$ cat config.mk
export PLATFORM = sky130hd
export DESIGN_NAME = reg_file_param
export DESIGN_NICKNAME = d
export VERILOG_FILES = /design/src/rtl/reg_file_param.sv
export SDC_FILE = /design/constraint.sdc
export NUM_CORES = 1
export LEC_CHECK = 0
export ABC_AREA = 0
export CAP_MARGIN = 30
export CELL_PAD_IN_SITES_DETAIL_PLACEMENT = 1
export CELL_PAD_IN_SITES_GLOBAL_PLACEMENT = 1
export CORE_MARGIN = 3
export CORE_UTILIZATION = 45
export CTS_CLUSTER_DIAMETER = 120
export DETAILED_ROUTE_END_ITERATION = 12
export PLACE_DENSITY = 0.85
export SETUP_SLACK_MARGIN = 0.15
export SYNTH_ARGS = -nofsm -noshare
export SYNTH_HDL_FRONTEND = slang
export SYNTH_SLANG_ARGS = --single-unit
$ cat constraint.sdc
create_clock -name clk -period 2.9 [get_ports clk]
set_input_delay 0.29 -clock clk [delete_from_list [all_inputs] [get_ports clk]]
set_output_delay 0.29 -clock clk [all_outputs]
set_load 0.02 [all_outputs]
$ cat src/rtl/reg_file_param.sv
// rtl/reg_file_param.sv - parametrised multi-port register file with strobed writes and optional bypass
module reg_file_param #(
    parameter int DATA_W   = 32,
    parameter int ADDR_W   = 4,
    parameter int N_RD     = 2,
    parameter int BYPASS   = 1,
    parameter int ZERO_REG = 0
) (
    input  logic                     clk,
    input  logic                     rst,
    input  logic [N_RD-1:0]          re,
    input  logic [N_RD*ADDR_W-1:0]   ra,
    output logic [N_RD*DATA_W-1:0]   rd,
    output logic [N_RD-1:0]          rd_valid,
    input  logic                     we,
    input  logic [ADDR_W-1:0]        wa,
    input  logic [DATA_W-1:0]        wd,
    input  logic [DATA_W/8-1:0]      wstrb
);

    localparam int DEPTH = 1 << ADDR_W;
    localparam int NB    = DATA_W / 8;

    generate
        if ((DATA_W % 8) != 0 || N_RD < 1 || N_RD > 4) begin : g_bad_params
            $error("reg_file_param: DATA_W must be a multiple of 8 and N_RD within 1..4");
        end
    endgenerate

    logic [DATA_W-1:0] mem [DEPTH];
    logic [DATA_W-1:0] wmerge;
    logic              wr_en;
    logic [DATA_W-1:0] rdata [N_RD];

    // Post-write image of the addressed register; shared by storage update and bypass.
    always_comb begin
        wmerge = mem[wa];
        for (int b = 0; b < NB; b++) begin
            if (wstrb[b]) begin
                wmerge[8*b +: 8] = wd[8*b +: 8];
            end
        end
    end

    assign wr_en = we && !((ZERO_REG != 0) && (wa == '0));

    always_comb begin
        for (int p = 0; p < N_RD; p++) begin
            rdata[p] = mem[ra[p*ADDR_W +: ADDR_W]];
            if ((ZERO_REG != 0) && (ra[p*ADDR_W +: ADDR_W] == '0)) begin
                rdata[p] = '0;
            end else if ((BYPASS != 0) && wr_en && (ra[p*ADDR_W +: ADDR_W] == wa)) begin
                rdata[p] = wmerge;
            end
        end
    end

    always_ff @(posedge clk) begin
        if (rst) begin
            for (int i = 0; i < DEPTH; i++) begin
                mem[i] <= DATA_W'(i);
            end
            rd       <= '0;
            rd_valid <= '0;
        end else begin
            if (wr_en) begin
                mem[wa] <= wmerge;
            end
            for (int p = 0; p < N_RD; p++) begin
                if (re[p]) begin
                    rd[p*DATA_W +: DATA_W] <= rdata[p];
                end
            end
            rd_valid <= re;
        end
    end

endmodule

==> metrics.csv <==
stage,metric,value,unit
synthesis,avgSynthCellArea,13.1,µm²
worst_setup_path,r2r_cells,6,
power_and_ir_drop,internal_power,15.6,mW
detailed_routing,vias,27900,
detailed_routing,wl,146000,µm
cts,h-tree-depth,2,
cts,cts_tree,built,
power_and_ir_drop,leakagePower,13.3,nW
sta,worstMarginPinSlew,1.18,ns
place,dp_hpwl,90100,µm
power_and_ir_drop,combPwrFrac,16.6,%
detailed_routing,first_pass_iters,6,
cts,cts_hold_buf,0,
finish,fill_cells,7197,
power_and_ir_drop,clkPwrFrac,38.5,%
synthesis,ys_seq_elements,578,
worst_setup_path,crit_required,3.26,ns
floorplan,core_area,73300,µm²
power_and_ir_drop,switching_share,28.0,%
sta,finalSetupViolCount,0,
grt,grt_util_all_layers,37.0,%
synthesis,ys_types,48,
synthesis,syn_inst,2554,
finish,layout-drive-gt1-share,31.2,%
sta,relSlewSlack,21.1,%
cts,clkSinkCount,578,
finish,multi_input_comb_area,15500,µm²
cts,numCtsBuffers,61,
sta,fmax,403,MHz
cts,cts_root_buffer,clkbuf_16,
power_and_ir_drop,ir_drop,0.399,mV
floorplan,die_area,77700,µm²
sta,final_hold_viol_count,0,
sta,rsz0062_at_grt,no,
finish,regArea,16700,µm²
grt,grt_overflow,0,
sta,fin_crit_sh,85.6,%
cts,clock_latency,0.64,ns
worst_setup_path,worst_ep_arrival_time,2.84,ns
grt,antenna_found_initial,5,
sta,drv_slew,0,
synthesis,synth_area_leader_cell,edfxtp_1,
synthesis,syn_area,33500,µm²
sta,final.setup.tns,0,ns
worst_setup_path,worstSetupStartpointType,register,
synthesis,synthFlopType,edfxtp_1,
run_status,outcome,"finished, final reports clean",
worst_setup_path,critPathCaptureType,register,
power_and_ir_drop,seq_power_share,44.9,%
synthesis,ys_warn_count,0,
synthesis,ys_top_cells_by_count,"edfxtp_1, nor2_1, mux4_2, clkbuf_1, mux2_2",
floorplan,die_w,279,µm
detailed_routing,first_iter_violations,4629,
cts,path_clk_slew,0.07,ns
synthesis,synthArstFlopShare,0,%
floorplan,rows,99,
place,numPortBuffers,118,
detailed_routing,vias_per_cell,7.57,
grt,first_global_vias,29700,
worst_setup_path,crit_path_max_fanout,16,
grt,grt_max_degree,52,
cts,cts_resized,0,
place,gp_congestion,0.970,
synthesis,synthTopCellsByArea,"edfxtp_1, mux4_2, nor2_1",
cts,cts_buffer_depth,3,
finish,layout.nets,2724,
power_and_ir_drop,netSwitchingPower,6.05,mW
sta,whs,0.299,ns
min_path,hold-path-cell-count,3,
cts,postCtsSetupRepairBufs,0,
detailed_routing,ant_nets,0,
synthesis,synth_top_area_share,45.9,%
sta,fin_skew,0.0108,ns
flow_run,maxCapViolCount,0,
floorplan,initial_core_util,45.7,%
min_path,min_path_type,in -> reg,
detailed_routing,wl_per_cell,39.5,µm
power_and_ir_drop,pwr_density_cell,558,nW/µm²
detailed_routing,drc_errors,0,
finish,area_growth,15.8,%
floorplan,ioPinCount,119,
synthesis,synth-seq-area-share,49.9,%
worst_setup_path,critical_path_class,reg -> reg,
synthesis,synth_nets,2607,
synthesis,synth_edf_count,512,
floorplan,die_h,279,µm
sta,fin_crit,2.48,ns
grt,grt_pass1_wl,208000,µm
power groups by stage:
stage	Sequential [mW]	Combinational (mW)	Clock [mW]
floorplan	9.81	1.99	0
finish	9.71	3.59	8.34
detailed placement	9.85	3.39	0
CTS	9.69	3.45	8.30
global route	9.73	3.64	8.59
global placement	9.79	3.26	0
logic make-up (layout without fill, tap and decap cells):
| family | Yosys count | count (layout) | share of synthesized area (%) |
|---|---|---|---|
| other | 0 | 3 | 0 |
| AND/OR/NAND/NOR | 724 | 724 | 9.39 |
| flip-flops | 578 | 578 | 49.9 |
| buffers and inverters | 285 | 452 | 4.11 |
| multiplexers | 531 | 531 | 27.3 |
| XOR/XNOR | 8 | 8 | 0.209 |
| AO/OA/AOI/OAI | 428 | 428 | 9.10 |
cell type report:
type	instances	area share, %
clock inverter	35	0.936
tap	959	3.09
sequential	578	43.1
inverter	6	0.0581
timing repair buffer	333	8.43
clock buffer	78	4.39
antenna	3	0.0194
multi-input combinational	1691	40.0
worst paths after layout:
path	endpoint	slack, ns	from
min	rd[33]	0.30	rst
max	mem[5][16]	0.42	mem[9][16]
max reg2reg	mem[5][16]	0.42	mem[9][16]
min reg2reg	rd[13]	0.49	rd[13]
registers in the layout (all words and copies together), names as in the netlist:
register,count
mem,512
rd,64
rd_valid,2
through the flow:
stage               cells  power, mW  setup WS (ns)  cell area [µm²]  util, %
detailed placement   3567       13.2         0.0616            36700     50.1
global placement     3566       13.0         0.0658            36700     50.0
global route         3681       22.0          0.396            38800     52.9
floorplan            2554       11.8          0.157            33500        -
finish               3683       21.6          0.417            38800     52.9
CTS                  3680       21.4          0.518            38800     52.9
metal layers:
layer  up-vias  track usage (%)  routed length (µm)  part of all wire, %
met3      1014             12.5               22000                   15
li1      10200                -                   -                    -
met1     13800             43.7               45800                   31
met4         6             30.3               14900                   10
met5         -                0                 109                0.075
met2      2814             55.1               62800                   43
critical path, cell delays in order (launching register included):
cell	delay, ns
edfxtp_1	0.43
mux2_4	0.30
a222oi_1	0.43
o311ai_1	0.33
o22ai_2	0.32
buf_4	0.29
nor2_1	0.09
cells in the final DEF, fill, tap and decap left out, types with 10 or more instances in the layout:
cell type and instances:
o22ai_2 20, buf_12 40, nor2b_1 16, clkbuf_16 63, o22ai_1 32, edfxtp_1 512, o31ai_1 48, nand3_1 30
nor2_1 512, mux2i_1 72, dfxtp_1 66, a311oi_1 16, a211oi_1 13, o21ai_0 75, nand2b_2 15, nor3_1 16
a21oi_1 29, mux2_2 164, o211ai_1 24, clkdlybuf4s50_1 103, clkbuf_8 10, mux4_2 288, nor3b_1 48, o21ai_2 11
a31oi_1 19, nand2_1 46, buf_4 176, nand2b_1 18, clkinv_1 10, clkinv_2 12, a22oi_1 112
Note: power is estimated with default switching activity, not from simulation.
